`src/rtl/cp0_timer_regfile.sv`:
```
// MIPS32 CP0 register subset for the MEM/WB stage: mtc0/mfc0 access with a
// latched read address, Count/Compare timer, interrupt sampling and exception/ERET state.
module cp0_timer_regfile #(
  parameter int unsigned COUNT_DIV   = 2,
  parameter logic [31:0] PRID_VAL    = 32'h0001_8000,
  parameter logic [31:0] EBASE_RESET = 32'h8000_0000,
  parameter logic [31:0] CONFIG_VAL  = 32'h8000_0000
) (
  input  logic        clk,
  input  logic        rst_n,
  input  logic        we,
  input  logic        re,
  input  logic [4:0]  rd,
  input  logic [2:0]  sel,
  input  logic [31:0] wdata,
  output logic [31:0] rdata,
  input  logic [5:0]  hw_int,
  input  logic        exc_valid,
  input  logic [4:0]  exc_code,
  input  logic        exc_bd,
  input  logic [31:0] exc_pc,
  input  logic        exc_badv_we,
  input  logic [31:0] exc_badv,
  input  logic        eret,
  output logic [31:0] epc_out,
  output logic [31:0] ebase_out,
  output logic        int_req
);

  localparam int          PW        = (COUNT_DIV > 1) ? $clog2(COUNT_DIV) : 1;
  localparam logic [PW-1:0] PRESC_MAX = PW'(COUNT_DIV - 1);

  localparam logic [7:0] A_BADV    = {5'd8,  3'd0};
  localparam logic [7:0] A_COUNT   = {5'd9,  3'd0};
  localparam logic [7:0] A_COMPARE = {5'd11, 3'd0};
  localparam logic [7:0] A_STATUS  = {5'd12, 3'd0};
  localparam logic [7:0] A_CAUSE   = {5'd13, 3'd0};
  localparam logic [7:0] A_EPC     = {5'd14, 3'd0};
  localparam logic [7:0] A_PRID    = {5'd15, 3'd0};
  localparam logic [7:0] A_EBASE   = {5'd15, 3'd1};
  localparam logic [7:0] A_CONFIG  = {5'd16, 3'd0};

  logic [PW-1:0] presc_q, presc_d;
  logic [31:0]   count_q, count_d, compare_q, compare_d;
  logic [31:0]   epc_q, epc_d, badv_q, badv_d;
  logic [17:0]   ebase_q, ebase_d;
  logic [7:0]    im_q, im_d, raddr_q, raddr_d;
  logic          exl_q, exl_d, ie_q, ie_d, bd_q, bd_d, ti_q, ti_d;
  logic [1:0]    ip_sw_q, ip_sw_d;
  logic [5:0]    ip_hw_q;
  logic [4:0]    exc_code_q, exc_code_d;

  logic [7:0]  addr;
  logic [31:0] count_inc;
  logic        presc_wrap;
  logic [7:0]  ip;

  assign addr       = {rd, sel};
  assign count_inc  = count_q + 32'd1;
  assign presc_wrap = (presc_q == PRESC_MAX);
  assign ip         = {ip_hw_q[5] | ti_q, ip_hw_q[4:0], ip_sw_q};

  // NOTE: next state is built with blocking '=' in always_comb and committed with '<=' in always_ff.
  always_comb begin
    // NOTE: every _d starts as its _q so no path leaves a variable unassigned (no latches).
    presc_d    = presc_q;
    count_d    = count_q;
    compare_d  = compare_q;
    ti_d       = ti_q;
    im_d       = im_q;
    exl_d      = exl_q;
    ie_d       = ie_q;
    ip_sw_d    = ip_sw_q;
    epc_d      = epc_q;
    bd_d       = bd_q;
    exc_code_d = exc_code_q;
    badv_d     = badv_q;
    ebase_d    = ebase_q;
    raddr_d    = raddr_q;

    if (we && addr == A_COUNT) begin
      count_d = wdata;
      presc_d = '0;
    end else if (presc_wrap) begin
      count_d = count_inc;
      presc_d = '0;
    end else begin
      presc_d = presc_q + 1'b1;
    end

    // A Compare write clears TI even when the timer matches on the same cycle.
    if (we && addr == A_COMPARE) begin
      compare_d = wdata;
      ti_d      = 1'b0;
    end else if (!(we && addr == A_COUNT) && presc_wrap && count_inc == compare_q) begin
      ti_d = 1'b1;
    end

    if (we && addr == A_STATUS) begin
      im_d  = wdata[15:8];
      exl_d = wdata[1];
      ie_d  = wdata[0];
    end
    if (we && addr == A_CAUSE) ip_sw_d = wdata[9:8];
    if (we && addr == A_EPC)   epc_d   = wdata;
    if (we && addr == A_EBASE) ebase_d = wdata[29:12];

    if (eret) exl_d = 1'b0;
    // A nested exception keeps the original return point in EPC/BD.
    if (exc_valid) begin
      exl_d      = 1'b1;
      exc_code_d = exc_code;
      if (!exl_q) begin
        epc_d = exc_pc;
        bd_d  = exc_bd;
      end
      if (exc_badv_we) badv_d = exc_badv;
    end

    if (re && !we) raddr_d = addr;
  end

  // NOTE: every register here is a flop with an explicit async reset value; there is no memory array.
  always_ff @(posedge clk or negedge rst_n) begin
    if (!rst_n) begin
      presc_q    <= '0;
      count_q    <= '0;
      compare_q  <= '0;
      ti_q       <= 1'b0;
      im_q       <= '0;
      exl_q      <= 1'b0;
      ie_q       <= 1'b0;
      ip_sw_q    <= '0;
      ip_hw_q    <= '0;
      epc_q      <= '0;
      bd_q       <= 1'b0;
      exc_code_q <= '0;
      badv_q     <= '0;
      ebase_q    <= EBASE_RESET[29:12];
      raddr_q    <= '0;
    end else begin
      presc_q    <= presc_d;
      count_q    <= count_d;
      compare_q  <= compare_d;
      ti_q       <= ti_d;
      im_q       <= im_d;
      exl_q      <= exl_d;
      ie_q       <= ie_d;
      ip_sw_q    <= ip_sw_d;
      ip_hw_q    <= hw_int;
      epc_q      <= epc_d;
      bd_q       <= bd_d;
      exc_code_q <= exc_code_d;
      badv_q     <= badv_d;
      ebase_q    <= ebase_d;
      raddr_q    <= raddr_d;
    end
  end

  assign epc_out   = epc_q;
  assign ebase_out = {EBASE_RESET[31:30], ebase_q, EBASE_RESET[11:0]};
  assign int_req   = ie_q & ~exl_q & |(ip & im_q);

  always_comb begin
    rdata = '0;
    case (raddr_q)
      A_BADV:    rdata = badv_q;
      A_COUNT:   rdata = count_q;
      A_COMPARE: rdata = compare_q;
      A_STATUS:  rdata = {16'd0, im_q, 6'd0, exl_q, ie_q};
      A_CAUSE:   rdata = {bd_q, ti_q, 14'd0, ip, 1'b0, exc_code_q, 2'b00};
      A_EPC:     rdata = epc_q;
      A_PRID:    rdata = PRID_VAL;
      A_EBASE:   rdata = ebase_out;
      A_CONFIG:  rdata = CONFIG_VAL;
      default:   rdata = '0;
    endcase
  end

endmodule
```
`config.mk`:
```
export PLATFORM = sky130hd
export DESIGN_NAME = cp0_timer_regfile
export DESIGN_NICKNAME = d
export VERILOG_FILES = /design/src/rtl/cp0_timer_regfile.sv
export SDC_FILE = /design/constraint.sdc
export NUM_CORES = 1
export LEC_CHECK = 0
export ABC_AREA = 1
export CORE_AREA = 2 2 149 151
export CTS_CLUSTER_DIAMETER = 200
export DETAILED_ROUTE_END_ITERATION = 12
export DIE_AREA = 0 0 151 153
export PLACE_DENSITY_LB_ADDON = 0.25
export SLEW_MARGIN = 25
export SYNTH_ARGS = -nofsm -noshare
export SYNTH_HDL_FRONTEND = slang
export SYNTH_SLANG_ARGS = --single-unit
```
`constraint.sdc`:
```
create_clock -name clk -period 2.45 [get_ports clk]
set_input_delay 0.49 -clock clk [delete_from_list [all_inputs] [get_ports clk]]
set_output_delay 0.49 -clock clk [all_outputs]
set_load 0.02 [all_outputs]
```
==> results.txt <==
* Global-route usage over all layers: 32.68%
- In this run the worst hold path is classified as reg2reg.
- Number of antenna violations at the first check in global routing: 0
* GR Overflow Total: 0
* Antenna diodes: 0
- Overall power consumption after layout is estimated at 9571 uW.
- Largest net degree at the start of global routing: 57
- The final max-slew violation count came to 0.
* Placement row count: 54
- Once detail routing completed, the nets flagged for antenna violations numbered 0.
- The run finished, with violations left.
* Arrival @ worst endpoint: 2220 ps
* Clock Sinks: 180
* Number of maximum-capacitance violations: 0
- Element type at the critical path end: primary output
* Number of placed instances with taps included: 1805
- Pin placement for this block handled 220 I/O pins.
- Die span in x: 151 um
- Max clock buf depth: 2
- Buffers on Ports: 205
- Count of endpoints failing hold in the final timing report: 0
* Vias per std cell: 5.837
- Most common cell after layout, fill and taps aside: nand2_1
- Routability congestion estimate: between 0.9 and 1
* Number of library cell types mapped by synthesis: 43
* RSZ-0062 raised after global routing: yes
- Synthesis produced 1289 cells.
- Post-layout nets: approximately 1700
- CTS built an H-tree with a depth of 4.
- The worst setup path is launched from a flip-flop.
- TritonCTS built the clock tree.
- The die covers 23100 um^2.
- Post-route clock skew: ~8.7 ps
* Post-synthesis area per instance: 7.714 um^2
* Fin worst setup slack: -257.5 ps
- The smallest clock period supported by the final layout is computed as 2708 ps.
* Data required time of the worst path: 1960 ps
* Cts bufs inserted: 17
* Starting utilization of the core area: 46.28%
- Area of the mapped netlist: about 9900 um^2
- First-pass GRT wire length: 57660 um
- Clock slew at reported path FFs: 70 ps
- Non-filler cells in the finished layout: between 1500 and 2000
- Worst-skew pair later-pin latency: 440 ps
* Most used flip-flop cell after synthesis: dfrtp_1
- For this run, design rule violations remaining after detail routing come to 0.
* Share of final-layout standard cells stronger than drive strength 1: 20.99%
- Fill cells in the final layout number 1672.
- Clock root buffer master: clkbuf_16
- Compared with the post-synthesis result, the final layout area differs by 45.43%.
- Of all nets on the critical path, the largest fanout is 4.
* Highest clock frequency the design can meet: between 300 and 400 MHz
- Of all flip-flops after synthesis, the portion carrying an async set or reset was 100.0%.
- In this run the standard cell core region covers approximately 21000 um^2.
- Number of storage elements in the synthesis netlist: 180
- The first TritonRoute pass finished after 6 iterations.
- In this run, synthesis inferred 0 flip-flops with an integrated enable.
- DRC marker count from the first detailed-route iteration: about 1100
- Vias in the first global route: 10503
- Hpwl dp: 27050 um
- During synthesis, Yosys emitted a total of 0 warnings.
- Total length of routed wires: roughly 38000 um
* Maximum VDD drop: 0.0004633 V
* Per-cell routed wire length: 20.44 um
- The library cells used most frequently in the layout, excluding fill and tap cells, are 372 x nand2_1, 175 x dfrtp_1, 171 x clkdlybuf4s50_1.
* Period utilisation layout: 110.5%
* Pwr/cell area: 661.9 nW/um^2
- The final reports fail on setup timing.
- Summing the sequential cell areas from Yosys gives 45.30% of the chip area.
- Final setup violation count: 32
- Path type of the worst setup path: reg2out
* Via count: 10840
- Measured along the y axis, the die boundary spans 153 um.
- The analysis attributes to cell leakage a power of 0.006581 uW.
-- through the flow --
step                setup WS, ps  cell area, um^2  util [%]  TNS (ps)  hold WS (ps)
floorplan                  202.4             9988         -         0         194.4
global placement          -397.8            12890     59.98    -10090         442.6
detailed placement        -455.8            12890     59.98    -11080         446.9
CTS                       -220.3            14120     65.71     -5260         460.3
global route              -315.5            14460     67.30     -7349         484.4
finish                    -257.5            14460     67.30     -5219         458.5
-- routing by layer --
| metal | GRT usage (%) | wire length, um |
|---|---|---|
| met4 | 11.57 | 1137 |
| met2 | 49.05 | 17500 |
| met1 | 45.81 | 15500 |
| met5 | 0 | 0 |
| met3 | 8.567 | 3832 |
-- flip-flops by register name (all words and copies together) (netlist names) --
register and cells:
im_q 8, ip_hw_q 6, bd_q 1, raddr_q 8
ip_sw_q 2, ie_q 1, exc_code_q 5, count_q 32
epc_out 32, compare_q 32, presc_q 1, ti_q 1
ebase_q 18, exl_q 1, badv_q 32
-- cells by family after synthesis --
group	Yosys count	synth area share, %
XOR/XNOR	7	0.8934
multiplexers	34	3.851
other	2	0.07553
flip-flops	180	45.30
adder cells (fa/ha/maj)	1	0.1258
AND/OR/NAND/NOR	648	27.44
AO/OA/AOI/OAI	217	14.19
buffers and inverters	200	8.116
-- worst max-delay path, cell delays in order (launching register included) --
cell      delay [ps]
dfrtp_2          430
inv_2             80
buf_6            120
nor3_4           220
inv_2             90
nor2_4           180
buf_6            160
a221oi_1          80
o211ai_1         190
buf_4            220
-- power breakdown --
part	leakage, uW	total, uW	switching (uW)	internal [uW]
clock network	0.000277	2830	1280	1550
registers	0.00221	3950	516	3430
logic	0.00410	2800	1630	1160
total	0.00658	9570	3430	6140
-- final timing paths --
kind	from	end	slack, ps	depth (start not counted)
worst max-delay path	raddr_q[4]	rdata[16]	-260	9
worst min-delay path	presc_q	presc_q	460	1
worst max register to register	count_q[2]	ti_q	140	12
worst min register to register	presc_q	presc_q	460	1
max in group asynchronous	rst_n	ti_q	1220	3
min in group asynchronous	rst_n	exc_code_q[3]	550	2
-- Yosys cell counts (all sizes together), types with 7 or more instances --
library cell  instances  area share [%]
o22ai                13            0.82
a31oi                33             2.1
inv                 130             4.9
mux2                 34             3.9
dfrtp               180              45
nor3                  8            0.50
o211ai               11            0.83
a221oi               31             2.7
nand3               124             6.3
clkbuf               46             1.7
o221ai               27             2.4
nor2                122             5.4
o21ai                89             4.5
a21oi                 7            0.35
nand2               386              15
buf                  20             1.3
-- final cells by class --
type	count	area [um^2]	share of cell area (%)
clock buffers	19	442.9	3.063
clock inverters	12	143.9	0.9951
inverters	134	520.5	3.600
multi-input cells	921	5390	37.28
flip-flops and latches	180	4511	31.19
well taps	280	350.3	2.423
repair buffers	311	3102	21.45
-- timing repair --
action / CTS / global route
setup endpoints to repair: 33 / 34
pin swaps: 23 / 21
hold buffers: 1 / 0
endpoints found under the hold margin: 24 / 0
cloned: 2 / 0
resized for setup: 302 / 73
setup buffers: 11 / 11
Note: power is estimated with default switching activity, not from simulation.
